[config.mk]
export PLATFORM = sky130hd
export DESIGN_NAME = bay_scheduler
export DESIGN_NICKNAME = d
export VERILOG_FILES = /design/src/rtl/carwash_pkg.sv /design/src/rtl/rr_arbiter2.sv /design/src/rtl/bay_scheduler.sv
export SDC_FILE = /design/constraint.sdc
export NUM_CORES = 1
export LEC_CHECK = 0
export BUFFER_PORTS_ARGS = -buffer_cell sky130_fd_sc_hd__buf_2
export CAP_MARGIN = 15
export CORE_ASPECT_RATIO = 1.5
export CORE_MARGIN = 5
export CORE_UTILIZATION = 52
export DETAILED_ROUTE_END_ITERATION = 8
export PLACE_DENSITY_LB_ADDON = 0.25
export SETUP_SLACK_MARGIN = 0.5
export SYNTH_ARGS = -nofsm -noshare
export SYNTH_HDL_FRONTEND = slang
export SYNTH_SLANG_ARGS = --single-unit
[constraint.sdc]
create_clock -name clk -period 1.9 [get_ports clk]
set_input_delay 0 -clock clk [delete_from_list [all_inputs] [get_ports clk]]
set_output_delay 0 -clock clk [all_outputs]
set_load 0.01 [all_outputs]
[src/rtl/carwash_pkg.sv]
// Shared definitions for the car-wash bay: FSM state codes, wash selection codes
// and the default wash watchdog limit.
package carwash_pkg;

    typedef enum logic [2:0] {
        StIdle  = 3'd0,
        StArb   = 3'd1,
        StStart = 3'd2,
        StWash  = 3'd3,
        StDone  = 3'd4,
        StFault = 3'd5
    } state_e;

    localparam logic [1:0] SelInvalid   = 2'd0;
    localparam logic [1:0] SelBasic     = 2'd1;
    localparam logic [1:0] SelBasicPlus = 2'd2;
    localparam logic [1:0] SelDetail    = 2'd3;

    localparam int unsigned WashTimeoutDefault = 200;

endpackage

[src/rtl/rr_arbiter2.sv]
// Two-way round-robin arbiter: a lone request wins outright, and a tie goes to the
// lane that was not served last.
module rr_arbiter2 (
    input  logic [1:0] req,
    input  logic       last_served,
    output logic [1:0] gnt
);

    always_comb begin
        gnt = 2'b00;
        case (req)
            2'b01:   gnt = 2'b01;
            2'b10:   gnt = 2'b10;
            2'b11:   gnt = last_served ? 2'b01 : 2'b10;
            default: gnt = 2'b00;
        endcase
    end

endmodule

[src/rtl/bay_scheduler.sv]
// Wash-bay scheduler: arbitrates two paid lanes, sequences the wash datapath and
// watches each wash with a timeout that parks the bay in a fault state.
module bay_scheduler
    import carwash_pkg::*;
#(
    parameter int unsigned WASH_TIMEOUT = WashTimeoutDefault
) (
    input  logic       clk,
    input  logic       reset,
    input  logic [1:0] req,
    input  logic [1:0] approved,
    input  logic [1:0] sel0,
    input  logic [1:0] sel1,
    input  logic       wash_complete,
    input  logic       clear_fault,
    output logic [1:0] grant,
    output logic [1:0] wash_sel,
    output logic       wash_reset,
    output logic       wash_start,
    output logic       busy,
    output logic       fault,
    output logic [7:0] served_count,
    output logic [2:0] state
);

    localparam logic [7:0] TimeoutVal = 8'(WASH_TIMEOUT);

    state_e     state_q, state_d;
    logic [1:0] wash_sel_q, wash_sel_d;
    logic [7:0] watchdog_q, watchdog_d;
    logic [7:0] served_q, served_d;
    logic       last_q, last_d;
    logic       winner_q, winner_d;

    logic [1:0] qual;
    logic [1:0] arb_gnt;
    logic [7:0] wd_inc;

    assign qual[0] = req[0] & approved[0] & (sel0 != SelInvalid);
    assign qual[1] = req[1] & approved[1] & (sel1 != SelInvalid);
    assign wd_inc  = watchdog_q + 8'd1;

    rr_arbiter2 u_arb (
        .req         (qual),
        .last_served (last_q),
        .gnt         (arb_gnt)
    );

    always_ff @(posedge clk or posedge reset) begin
        if (reset) begin
            state_q    <= StIdle;
            wash_sel_q <= 2'd0;
            watchdog_q <= 8'd0;
            served_q   <= 8'd0;
            last_q     <= 1'b1;
            winner_q   <= 1'b0;
        end else begin
            state_q    <= state_d;
            wash_sel_q <= wash_sel_d;
            watchdog_q <= watchdog_d;
            served_q   <= served_d;
            last_q     <= last_d;
            winner_q   <= winner_d;
        end
    end

    always_comb begin
        state_d    = state_q;
        wash_sel_d = wash_sel_q;
        watchdog_d = watchdog_q;
        served_d   = served_q;
        last_d     = last_q;
        winner_d   = winner_q;
        grant      = 2'b00;
        wash_reset = 1'b1;
        wash_start = 1'b0;
        busy       = 1'b0;
        fault      = 1'b0;

        case (state_q)
            StIdle: begin
                if (|qual) state_d = StArb;
            end
            StArb: begin
                // Qualification is re-evaluated here; a lane that dropped out since IDLE
                // sends the bay back without a grant.
                if (|arb_gnt) begin
                    grant      = arb_gnt;
                    winner_d   = arb_gnt[1];
                    wash_sel_d = arb_gnt[1] ? sel1 : sel0;
                    state_d    = StStart;
                end else begin
                    state_d = StIdle;
                end
            end
            StStart: begin
                wash_reset = 1'b0;
                wash_start = 1'b1;
                busy       = 1'b1;
                watchdog_d = 8'd0;
                state_d    = StWash;
            end
            StWash: begin
                wash_reset = 1'b0;
                busy       = 1'b1;
                watchdog_d = wd_inc;
                // Completion takes priority over a timeout landing on the same cycle.
                if (wash_complete) begin
                    state_d = StDone;
                end else if (wd_inc == TimeoutVal) begin
                    state_d = StFault;
                end
            end
            StDone: begin
                served_d = (served_q == 8'hFF) ? served_q : served_q + 8'd1;
                last_d   = winner_q;
                state_d  = StIdle;
            end
            StFault: begin
                fault = 1'b1;
                if (clear_fault) state_d = StIdle;
            end
            default: state_d = StIdle;
        endcase
    end

    // The selection is visible in the ARB cycle itself, then held from the register.
    assign wash_sel     = (state_q == StArb) ? wash_sel_d : wash_sel_q;
    assign served_count = served_q;
    assign state        = state_q;

endmodule
* Word level (Yosys, flattened, before mapping) *
Cells that the tools add are included.

cells by class
  eq/ne operators = 13
  bitwise operators = 5
  muxes and demuxes = 19
  reductions and logical operators = 10
  $add $sub $neg = 2

operator list
  cell                 count
  $add 8x1->8 const B  2
  $eq 8x8->1 const B   2
  $mux 2               8
  $pmux 8 s2           1
  $pmux 3 s5           1
  $mux 3               4
  $eq 3x2->1 const B   2
  $eq 3x3->1 const B   2
  $pmux 2 s3           1
  $reduce_bool 2->1    3
  $reduce_or 2->1      3
  $and 1x1->1          4
  $eq 2x2->1 const B   2
  $mux 1               4
  $ne 2x2->1 const B   2
  $reduce_and 2->1     2
  $eq 3x1->1 const B   1
  $logic_not 3->1      1
  $ne 3x3->1 const B   1
  $reduce_and 3->1     1
  $eq 2x1->1 const B   1
  $not 1->1            1

word-level totals
  flip-flop bits (word level) = 23
  input bits = 12

* Depth between registers and ports, before layout *
Gate-level depths: netlist of the first run.

  word-level depth = 8
  depth in mapped cells = 7
  gate-level depth less buffers = 5

* Hierarchy *
From an unflattened synthesis of the first run, not the netlist that was laid out.

second synthesis, totals
  cell total of the unflattened synthesis = 143
  area total of the unflattened synthesis = 1,335.0 µm²

by module, submodules not included
  module         area each (µm²)  sequential area each (µm²)  times used  cells each
  bay_scheduler  1,316.3          576.8                       1           140
  rr_arbiter2    18.8             0.0                         1           3

* Least setup slack after synthesis of the first run *
Ideal clock, no wire load.

  path kind = flip-flop to flip-flop
  start = register state_q[0] (netlist: state[0])
  end = register wash_sel_q[0]
  data arrival time = 1,437 ps
  path slack = 341 ps
  cell stages (with the launch flop) = 6
  period minus slack after synthesis = 1,559 ps
  cells stage by stage = dfrtp_1 -> buf_2 -> inv_2 -> a2111oi_4 -> nor2_1 -> a21oi_1

between the ends
  word-level cells in the longest chain between the ends = 2

RTL lines
  item                    RTL line             source
  from (decl)             bay_scheduler.sv:28  state_e state_q, state_d;
  from (signal assigned)  bay_scheduler.sv:51  state_q <= StIdle;
  from (signal assigned)  bay_scheduler.sv:58  state_q <= state_d;
  $eq 3x1->1              bay_scheduler.sv:80  case (state_q)
  $mux 2                  bay_scheduler.sv:80
  to (signal assigned)    bay_scheduler.sv:59  wash_sel_q <= wash_sel_d;
  to (decl)               bay_scheduler.sv:29  logic [1:0] wash_sel_q, wash_sel_d;

No other way between the ends.
A chain may end at the register's enable or synchronous reset.

* Worst setup path in the final report of the first run *
  start = register state_q[2] (netlist: state[2])
  end = output grant[0]

between the ends
  word-level cells in the longest chain between the ends = 2

RTL lines
  item        RTL line             source
  $eq 3x1->1  bay_scheduler.sv:80
  $mux 2      bay_scheduler.sv:80
  to (decl)   bay_scheduler.sv:16  output logic [1:0] grant,

No other way between the ends.

==> results of run 1 <==
==> synth_stat cells, types with 2 or more instances <==
cell      instances  share of area
a31oi_1           2         0.0096
ha_1              2          0.019
o211ai_1          2          0.012
buf_2             4          0.015
a21oi_1           8          0.031
a21o_1            2          0.012
inv_2             3         0.0087
dfrtp_1          22           0.42
nand2b_1          2         0.0096
nor2_1           10          0.029
or4_1             2          0.012
inv_1             7          0.020
nand3_1          10          0.039
nand4_1           2         0.0096
and3_1            2         0.0096
nor3_2            3          0.023
nand2_1          14          0.040
nor3_1            2         0.0077
o21ai_1           5          0.019
mux2i_1           4          0.031
o22ai_1           3          0.014
xor2_1            6          0.040
==> cell usage in the layout (no fill, tap or decap), types with 2 or more instances in the layout <==
master,n
buf_6,6
mux2i_1,4
nor2_1,6
clkbuf_4,3
nand2b_1,2
inv_1,7
o211ai_1,2
a21o_1,2
o22ai_1,3
buf_4,32
or4_4,2
nor2_2,4
nor3_1,2
buf_2,30
nand3_4,2
xor2_1,6
a21oi_1,7
dfrtp_1,12
nand2_1,13
and3_1,2
nand3_1,8
nor3_2,3
a31oi_1,2
dlygate4sd3_1,2
o21ai_1,5
dfrtp_2,10
nand4_1,2
==> final timing paths <==
kind	endpoint	slack (ns)	depth (start not counted)	start
worst max register to register	winner_q	0.30	6	state[2]
worst min register to register	served_count[6]	0.50	1	served_count[6]
max in group asynchronous	last_q	1.04	4	reset
worst min-delay path	wash_sel_q[1]	0.03	3	sel1[1]
min in group asynchronous	state[0]	0.24	3	reset
worst max-delay path	grant[0]	0.25	5	state[2]
==> per-layer routing <==
metal	vias up	wire, µm	track usage
met5	-	0	0
met4	0	104	0.09659
met3	12	138	0.03119
met2	38	2353	0.4019
met1	675	1475	0.2310
li1	629	-	-
==> state kept, by name, indices dropped and copies added (netlist names) <==
register / count
last_q: 1
served_count: 8
state: 3
wash_sel_q: 2
watchdog_q: 8
winner_q: 1
==> cells by family after synthesis <==
logic type / after synthesis
buf+inv: 15
compound gates: 32
flops: 23
xor+xnor: 7
fa+ha+maj: 2
mux: 5
simple gates: 53
==> tightest hold or removal path, stage by stage <==
cell and delay [ns]:
buf_2 0.09, mux2i_1 0.08, a21oi_2 0.14
==> stage by stage <==
stage / instance area (µm²) / power, mW
2_1_floorplan: 1323 / 1.245
3_3_place_gp: 1490 / 1.435
3_5_place_dp: 1490 / 1.462
4_1_cts: 1799 / 1.926
5_1_grt: 1989 / 2.358
6_report: 1989 / 2.226
==> report_power, final <==
part           switching (mW)  total, mW  leakage [nW]  internal (mW)
registers               0.167      0.799         0.286          0.632
clock network           0.148      0.231        0.0150         0.0822
logic                   0.592       1.20         0.649          0.604
total                   0.907       2.23         0.949           1.32
==> repair_timing <==
| item | in CTS | in global routing |
|---|---|---|
| buffers inserted | 25 | 12 |
| hold buffers | 2 | 0 |
| resized for setup | 20 | 23 |
| hold endpoints to repair | 14 | 0 |
| pin swaps | 11 | 9 |
| endpoints found under the setup margin | 16 | 21 |
==> area by class of cell <==
| cell class | count | share of cell area |
|---|---|---|
| Clock buffer | 4 | 0.01321 |
| Inverter | 10 | 0.02264 |
| Multi-Input combinational cell | 99 | 0.4050 |
| Sequential cell | 23 | 0.2962 |
| Tap cell | 24 | 0.01509 |
| Timing Repair Buffer | 71 | 0.2478 |
==> summary.txt, run 1 <==
Logic synthesis
  – Synth Net Count: 151
  – EDFF count, synth: 0
  – Compound-Gate Fraction of Synth Area: 0.1773
  – Register area share after synthesis: 0.4441
  – Cell variety after synth: 42
  – Xor/xnor cell area share of the yosys netlist: 0.04721
  – Largest family of logic cells by synthesized area: simple AND/OR/NAND/NOR gates
  – Post-Synth Adder-Cell Area: 0.01927
  – Synthesis Warnings: 0
  – Synth Area in Simple Gates: 0.2225
  – Asr flop ratio synth: 1.000
  – Syn avg cell area: 9.480 µm²
  – Post-synthesis mux area share: 0.03950
  – Cell Area, Synth: 1299 µm²
  – Post-Syn Instances: 137
  – Main synth FF type: dfrtp_1
  – #FFs+latches synth: 23

GRT
  – First-pass GRT wire length: 6216 µm
  – Largest net degree at the start of global routing: 15
  – Vias in the first global route: 1,384
  – Gr usage total: 0.2163
  – Antenna violations before repair: 0
  – GR Overflow Total: 0

Place
  – Place WS: 0.3273 ns
  – Placed insts: 188
  – DP HPWL: 2318 µm
  – Number of I/O port buffers: 30
  – Placer congestion estimate: 0.9307

Setup path
  – Worst path cell trace: a2111oi_4 -> buf_4 -> inv_2 -> nor2_1 -> buf_2
  – Delay of the slowest critical-path stage: 0.45 ns
  – Kind of critical path: reg2out
  – Worst EP arrival: 1.65 ns
  – Delay-heaviest family, CP: flip-flops
  – CP max stage cell: dfrtp_2
  – Worst path required time: 1.90 ns
  – Critical path buffers and inverters: 3
  – CP startpoint kind: register
  – Crit. End Element: output port
  – Worst Path Max Fanout: 5

Timing
  – Tcrit/Tclk final: 0.8677
  – Slew headroom: 0.6439
  – Layout Skew: 0.005074 ns
  – Setup TNS: 0 ns
  – Worst-Margin Slew: 0.5336 ns
  – Tmin final: 1.649 ns
  – Final setup fails: 0
  – Final Max Tran Viols: 0
  – Hold Slack: 0.02514 ns
  – Final worst slack: 0.2513 ns
  – Max Fclk: 606.5 MHz
  – Fin. Hold Viols: 0
  – RSZ-0062 raised after global routing: yes

Finish
  – Layout cells sized above 1: 0.5459
  – Post-layout util: 0.8213
  – Storage element area: 589.3 µm²
  – Antenna Cells: 0
  – Synthesis-to-layout area growth: 53.18%
  – Area occupied by multi-input gates: 805.8 µm²
  – Final Non-Filler Cells: 231
  – Fill count: 131
  – Final layout net count: 222

Die
  – Core area: 2422 µm²
  – Starting Density: 0.5362
  – Placement Rows: 22
  – Die area: 3618 µm²
  – Die height: 71.21 µm
  – Chip Width: 50.81 µm
  – IO Pins: 31

Min path
  – Hold WC Path Type: in2reg

Drt
  – Remaining DRCs: 0
  – Antenna Nets Post-Route: 0
  – DR vias/cell: 5.861
  – Pre-antenna DRT Iters: 4
  – Routed wire length: 4071 µm
  – Routed WL per cell: 17.62 µm
  – Vias after detailed routing: 1,354
  – First-iteration detailed-routing DRC count: 48

Clock tree
  – CTS tree: yes
  – Root buf cell: clkbuf_4
  – Num CTS Buffers: 3
  – Clock Sinks: 23
  – Clk pin slew, worst setup/hold paths: 0.13 ns
  – CTS Buffer Depth: 2
  – Clock Latency Late Sink: 0.32 ns
  – H-tree depth: 1

Flow run
  – Max-cap violations: 0

Power and ir drop
  – Leak pwr: 0.9491 nW
  – Power per Cell Area: 1119 nW/µm²
  – Max VDD drop: 0.001019 V

Run status
  – Outcome: complete, no violations
Note: power is estimated with default switching activity, not from simulation.
==> run 2, diff against run 1 <==
Settings changed: ABC_AREA from default to 1, SETUP_SLACK_MARGIN 0.5 to 0.1.
==> run 2 against run 1 <==
Clock power shrank 3%; global-route usage shrank 4.8 points; via count shrank 10%; area after synthesis grew 0.77%; total power shrank 22%; fmax shrank 2.6%.
==> summary.txt, run 2 <==
Drt
  – DR vias/cell: 5.273 (-10%)
  – Pre-antenna DRT Iters: 4 (unchanged)
  – Routed wire length: 2866 µm (-30%)
  – First-iteration detailed-routing DRC count: 43 (-10%)
  – Vias after detailed routing: 1,218 (-10%)
  – Antenna Nets Post-Route: 0 (unchanged)
  – Remaining DRCs: 0 (unchanged)
  – Routed WL per cell: 12.41 µm (-30%)

Logic synthesis
  – Cell variety after synth: 25 (-40%)
  – Synth Area in Simple Gates: 0.3298 (+0.1073)
  – EDFF count, synth: 0 (unchanged)
  – Synthesis Warnings: 0 (unchanged)
  – Ranking of synthesized cells by area: dfrtp_1 (42%), nand2_1 (15%), nor2_1 (6.6%), inv_1 (4.6%), nand3_1 (3.4%)
  – Dominant cell type by area after synthesis: dfrtp_1
  – Top-area cell type share of the netlist area: 0.4207 (-0.003242)
  – Register area share after synthesis: 0.4407 (-0.003397)
  – Most common library cells after synthesis: nand2_1 (54), nor2_1 (23), dfrtp_1 (22)
  – Post-Syn Instances: 169 (+23%)
  – #FFs+latches synth: 23 (unchanged)
  – Compound-Gate Fraction of Synth Area: 0.07744 (-0.09983)
  – Largest family of logic cells by synthesized area: simple AND/OR/NAND/NOR gates
  – Cell Area, Synth: 1309 µm² (+0.77%)
  – Asr flop ratio synth: 1.000 (unchanged)
  – Post-synthesis mux area share: 0.008604 (-0.03089)
  – Synth Net Count: 183 (+21%)
  – Xor/xnor cell area share of the yosys netlist: 0.05354 (+0.006331)
  – Post-Synth Adder-Cell Area: 0.01912 (-0.0001474)
  – Most common cell in the synthesized netlist: nand2_1
  – Syn avg cell area: 7.744 µm² (-18%)
  – Main synth FF type: dfrtp_1

Timing
  – Tmin final: 1.693 ns (+0.04444 ns)
  – Setup TNS: 0 ns (unchanged)
  – Fin. Hold Viols: 0 (unchanged)
  – Final worst slack: 0.2069 ns (-0.04444 ns)
  – Slew headroom: 0.4220 (-0.2219)
  – RSZ-0062 raised after global routing: no
  – Final Max Tran Viols: 0 (unchanged)
  – Final setup fails: 0 (unchanged)
  – Tcrit/Tclk final: 0.8911 (+0.02339)
  – Max Fclk: 590.6 MHz (-2.6%)
  – Layout Skew: 0.009156 ns (+0.004082 ns)
  – Worst-Margin Slew: 0.8660 ns (+0.3324 ns)

GRT
  – Largest net degree at the start of global routing: 24 (+9)
  – GR Overflow Total: 0 (unchanged)
  – First-pass GRT wire length: 4988 µm (-20%)
  – Gr usage total: 0.1683 (-0.04799)
  – Antenna violations before repair: 0 (unchanged)
  – Vias in the first global route: 1,248 (-9.8%)

Setup path
  – Crit. End Element: output port
  – Worst path required time: 1.90 ns (about the same)
  – Kind of critical path: reg2out
  – CP startpoint kind: register
  – Worst Path Max Fanout: 4 (-1)
  – Worst EP arrival: 1.69 ns (+0.04 ns)

Die
  – Core area: 2422 µm² (unchanged)
  – Chip Width: 50.96 µm (+0.31%)
  – Placement Rows: 22 (unchanged)
  – IO Pins: 31 (unchanged)
  – Starting Density: 0.5403 (+0.004132)
  – Die height: 71.45 µm (+0.33%)
  – Die area: 3641 µm² (+0.64%)

Clock tree
  – CTS tree: yes
  – Num CTS Buffers: 3 (unchanged)
  – Clk pin slew, worst setup/hold paths: 0.12 ns (about the same)
  – Clock Sinks: 23 (unchanged)
  – CTS Buffer Depth: 2 (unchanged)
  – Clock Latency Late Sink: 0.30 ns (-0.02 ns)
  – Root buf cell: clkbuf_4
  – H-tree depth: 1 (unchanged)

Flow run
  – Max-cap violations: 0 (unchanged)

Finish
  – Synthesis-to-layout area growth: 19.60%
  – Layout cells sized above 1: 0.2560 (-0.2899)
  – Antenna Cells: 0 (unchanged)
  – Final Non-Filler Cells: 231 (unchanged)
  – Most frequent cells in the layout: nand2_1 (54), buf_2 (30), nor2_1 (22)
  – Fill count: 223 (+70%)
  – Commonest non-fill, non-tap cell in the layout: nand2_1
  – Final layout net count: 222 (unchanged)

Run status
  – Outcome: complete, no violations

Place
  – Placer congestion estimate: 0.8886 (-4.5%)
  – Placed insts: 222 (+18%)
  – DP HPWL: 2219 µm (-4.3%)
  – Place WS: 0.3654 ns (+0.03810 ns)
  – Number of I/O port buffers: 30 (unchanged)

Power and ir drop
  – Leak pwr: 0.8437 nW (-11%)
  – Power per Cell Area: 1104 nW/µm² (-1.3%)
  – Max VDD drop: 0.0007469 V (-27%)

Min path
  – Hold WC Path Type: in2reg
-- run 2: final cells by class --
| class | count | area [µm²] | share of cell area |
|---|---|---|---|
| Sequential cell | 23 | 578.1 | 0.3693 |
| Clock buffer | 3 | 22.52 | 0.01439 |
| Tap cell | 24 | 30.03 | 0.01918 |
| Timing Repair Buffer | 35 | 195.2 | 0.1247 |
| Inverter | 22 | 87.58 | 0.05596 |
| Clock inverter | 1 | 5.005 | 0.003197 |
| Multi-Input combinational cell | 123 | 646.9 | 0.4133 |
-- run 2: path summary, 6_finish.rpt --
path | startpoint | to | depth (start not counted) | slack [ns]
setup / recovery | state[0] | wash_sel[1] | 7 | 0.21
hold reg to reg | winner_q | winner_q | 2 | 0.51
min in group asynchronous | reset | served_count[6] | 3 | 0.39
max in group asynchronous | reset | state[0] | 3 | 0.91
setup reg to reg | served_count[1] | served_count[6] | 6 | 0.33
hold / removal | sel1[0] | wash_sel_q[0] | 3 | 0.04
-- run 2: routing by layer --
metal  wire length (µm)  track usage  share of wire  vias to the layer above
li1                   -            -              -                      608
met1               1074       0.1764           0.37                      569
met2               1593       0.3260           0.56                       33
met3                126      0.01871          0.044                        8
met4                 72      0.06250          0.025                        0
met5                  0            0              0                        -
-- run 2: cell families after synthesis --
kind of cell / Yosys count
AND/OR/NAND/NOR: 97
multiplexers: 1
buffers and inverters: 23
AO/OA/AOI/OAI: 15
XOR/XNOR: 8
flip-flops: 23
adder cells (fa/ha/maj): 2
-- run 2: what timing repair did --
| item | CTS | global route |
|---|---|---|
| gates resized for setup | 2 | 1 |
| setup buffers | 0 | 2 |
| gates cloned | 0 | 0 |
| hold buffers | 3 | 0 |
| pin swaps | 0 | 1 |
| endpoints found under the hold margin | 24 | 0 |
| setup endpoints to repair | 2 | 2 |
-- run 2: stage by stage --
| stage | cell area, µm² | utilization | total power, mW | hold WS [ns] |
|---|---|---|---|---|
| finish | 1565 | 0.6462 | 1.728 | 0.04076 |
| detailed placement | 1484 | 0.6126 | 1.469 | 0.2197 |
| floorplan | 1309 | - | 1.229 | 0.001183 |
| global placement | 1484 | 0.6126 | 1.437 | 0.2038 |
| global route | 1565 | 0.6462 | 1.864 | 0.03672 |
| CTS | 1545 | 0.6379 | 1.707 | 0.006999 |
-- run 2: where the power goes --
group / leakage (nW) / internal (mW) / switching [mW] / total (mW)
combinational: 0.522 / 0.296 / 0.464 / 0.759
clock: 0.0177 / 0.0784 / 0.145 / 0.223
sequential: 0.304 / 0.613 / 0.133 / 0.746
-- run 2: critical path: stages (launching register included) --
cell and delay, ns:
dfrtp_2 0.43, inv_2 0.09, nor3_1 0.14, inv_1 0.11, nor2_4 0.15, o21ai_0 0.11
o21ai_1 0.20, buf_2 0.16
==> run 3, diff against run 2 <==
==> constraint.sdc (replaced) <==
create_clock -name clk -period 1.9 [get_ports clk]
set_input_delay 0.095 -clock clk [delete_from_list [all_inputs] [get_ports clk]]
set_output_delay 0.095 -clock clk [all_outputs]
set_load 0.01 [all_outputs]
==> run 3 against run 2 <==
Combinational power up 9.6%; clock skew down 0.0035 ns; setup slack worse by 0.051 ns; count of clock-buffer cells in the layout up 1; final cell count up 1.3%; hold slack better by 0.011 ns; highest routed layer unchanged.
==> summary.txt, run 3 (same netlist as run 2, synthesis figures left out) <==
Setup path
  – Crit. End Element: output port
  – Worst path cell trace: buf_4 -> nor2_4 -> inv_4 -> nor2_1 -> buf_2
  – Worst EP arrival: 1.65 ns (-0.04 ns)
  – Delay-heaviest family, CP: flip-flops
  – Worst-case reg-to-reg path depth: 6 (unchanged)
  – Instance count on the critical path: 5 (-2)
  – CP max stage cell: dfrtp_1
  – Worst path required time: 1.80 ns (-0.10 ns)
  – Worst Path Max Fanout: 8 (+4)
  – Critical path buffers and inverters: 3 (unchanged)
  – Delay of the slowest critical-path stage: 0.45 ns (+0.02 ns)
  – CP startpoint kind: register
  – Kind of critical path: reg2out

Die
  – Placement Rows: 22 (unchanged)
  – Starting Density: 0.5403 (unchanged)
  – IO Pins: 31 (unchanged)
  – Chip Width: 50.96 µm (unchanged)
  – Die height: 71.45 µm (unchanged)
  – Core area: 2422 µm² (unchanged)
  – Die area: 3641 µm² (unchanged)

Drt
  – Remaining DRCs: 0 (unchanged)
  – DR vias/cell: 5.269 (about the same)
  – Vias after detailed routing: 1,233 (+1.2%)
  – Antenna Nets Post-Route: 0 (unchanged)
  – First-iteration detailed-routing DRC count: 33 (-23%)
  – Routed wire length: 3052 µm (+6.5%)
  – Pre-antenna DRT Iters: 4 (unchanged)
  – Routed WL per cell: 13.04 µm (+5.1%)

Timing
  – Tcrit/Tclk final: 0.9177 (+0.02659)
  – Max Fclk: 573.5 MHz (-2.9%)
  – Final Max Tran Viols: 0 (unchanged)
  – Worst-Margin Slew: 0.3984 ns (-0.4676 ns)
  – Final setup fails: 0 (unchanged)
  – Tmin final: 1.744 ns (+0.05051 ns)
  – RSZ-0062 raised after global routing: no
  – Setup TNS: 0 ns (unchanged)
  – Slew headroom: 0.7344 (+0.3124)
  – Layout Skew: 0.005677 ns (-0.003479 ns)
  – Fin. Hold Viols: 0 (unchanged)
  – Final worst slack: 0.1564 ns (-0.05051 ns)

Place
  – DP HPWL: 2271 µm (+2.4%)
  – Placer congestion estimate: 0.8886 (unchanged)
  – Number of I/O port buffers: 30 (unchanged)
  – Place WS: 0.3209 ns (-0.04450 ns)

Finish
  – Final layout net count: 225 (+1.4%)
  – Most frequent cells in the layout: nand2_1 (54), buf_2 (30), nor2_1 (22)
  – Antenna Cells: 0 (unchanged)
  – Commonest non-fill, non-tap cell in the layout: nand2_1
  – Layout cells sized above 1: 0.2762 (+0.02015)
  – Synthesis-to-layout area growth: 21.22%

Clock tree
  – Clock Latency Late Sink: 0.30 ns (about the same)
  – CTS Buffer Depth: 2 (unchanged)
  – H-tree depth: 1 (unchanged)
  – Num CTS Buffers: 3 (unchanged)
  – CTS tree: yes
  – Clk pin slew, worst setup/hold paths: 0.12 ns (about the same)
  – Root buf cell: clkbuf_4
  – Clock Sinks: 23 (unchanged)

Power and ir drop
  – Power per Cell Area: 1132 nW/µm² (+2.6%)
  – Clock power share: 0.127 (-0.002)
  – Net load switching power: 0.7715 mW (+4.1%)
  – Comb pwr share: 0.463 (+0.024)
  – Total power: 1.797 mW (+4.0%)
  – Pint: 1.025 mW (+3.9%)
  – Switching Fraction: 0.4294 (+0.0004414)
  – Flop pwr share: 0.410 (-0.021)
  – Max VDD drop: 0.0007882 V (+5.5%)
  – Leak pwr: 0.8606 nW (+2.0%)

GRT
  – Vias in the first global route: 1,247 (-0.080%)
  – First-pass GRT wire length: 5112 µm (+2.5%)
  – Largest net degree at the start of global routing: 24 (unchanged)
  – Antenna violations before repair: 0 (unchanged)
  – Gr usage total: 0.1721 (+0.003859)
  – GR Overflow Total: 0 (unchanged)

Min path
  – Worst hold path stage count: 4 (+1)
  – Hold WC Path Type: in2reg

Flow run
  – Max-cap violations: 0 (unchanged)

Run status
  – Outcome: complete, no violations
-- run 3: cell types whose count changed in the layout (fill, tap and decap cells not counted) --
| cell | change |
|---|---|
| dlygate4sd3_1 | -2 |
| clkbuf_1 | +1 |
| nor3_1 | -1 |
| buf_4 | +5 |
| clkinv_2 | -1 |
| nor3_2 | +1 |
-- run 3: worst paths after layout --
| check | from | endpoint | slack, ns |
|---|---|---|---|
| worst max-delay path | state[2] | wash_start | 0.16 |
| min in group asynchronous | reset | served_count[7] | 0.35 |
| max in group asynchronous | reset | last_q | 1.26 |
| worst min-delay path | clear_fault | state[2] | 0.05 |
| worst min register to register | wash_sel_q[0] | wash_sel_q[0] | 0.52 |
| worst max register to register | served_count[1] | served_count[6] | 0.28 |
-- run 3: what timing repair did --
item                                    in CTS  in global routing
pin swaps                                    0                  2
resized for setup                            1                  3
endpoints found under the hold margin       22                  0
setup buffers                                1                  5
hold buffers                                 1                  0
endpoints found under the setup margin       3                  3
-- run 3: worst min-delay path, delay by kind of cell --
kind                   cells  cell delay (ns)
buffers and inverters      2             0.10
AND/OR/NAND/NOR            2             0.13
-- run 3: power by group through the flow --
stage          Combinational (mW)  Clock, mW  Sequential (mW)
6_report                    0.832      0.227            0.737
5_1_grt                     0.930      0.251            0.748
4_1_cts                     0.750      0.230            0.734
3_5_place_dp                0.716          0            0.751
3_3_place_gp                0.695          0            0.743
2_1_floorplan               0.484          0            0.745
-- run 3: metrics by stage --
step,area (µm²),hold slack [ns],utilization,std cells
after detailed placement,1491,0.1537,0.6157,223
final,1587,0.05145,0.6550,234
after floorplan,1309,0.09618,-,169
after global placement,1491,0.1404,0.6157,223
after global routing,1587,0.09044,0.6550,234
after CTS,1538,0.04679,0.6348,229
-- run 3: cell type report --
type | count | area [µm²]
clock buffers | 4 | 26.28
inverters | 22 | 87.58
fillers | 208 | 835.8
multi-input cells | 123 | 651.9
flip-flops and latches | 23 | 578.1
repair buffers | 38 | 212.7
well taps | 24 | 30.03
-- run 3: metal layers --
layer | global-route usage | vias up | routed length, µm
li1 | - | 618 | -
met1 | 0.1992 | 572 | 1147
met2 | 0.3232 | 41 | 1721
met3 | 0.02703 | 2 | 162
met4 | 0.03409 | 0 | 21
met5 | 0 | - | 0
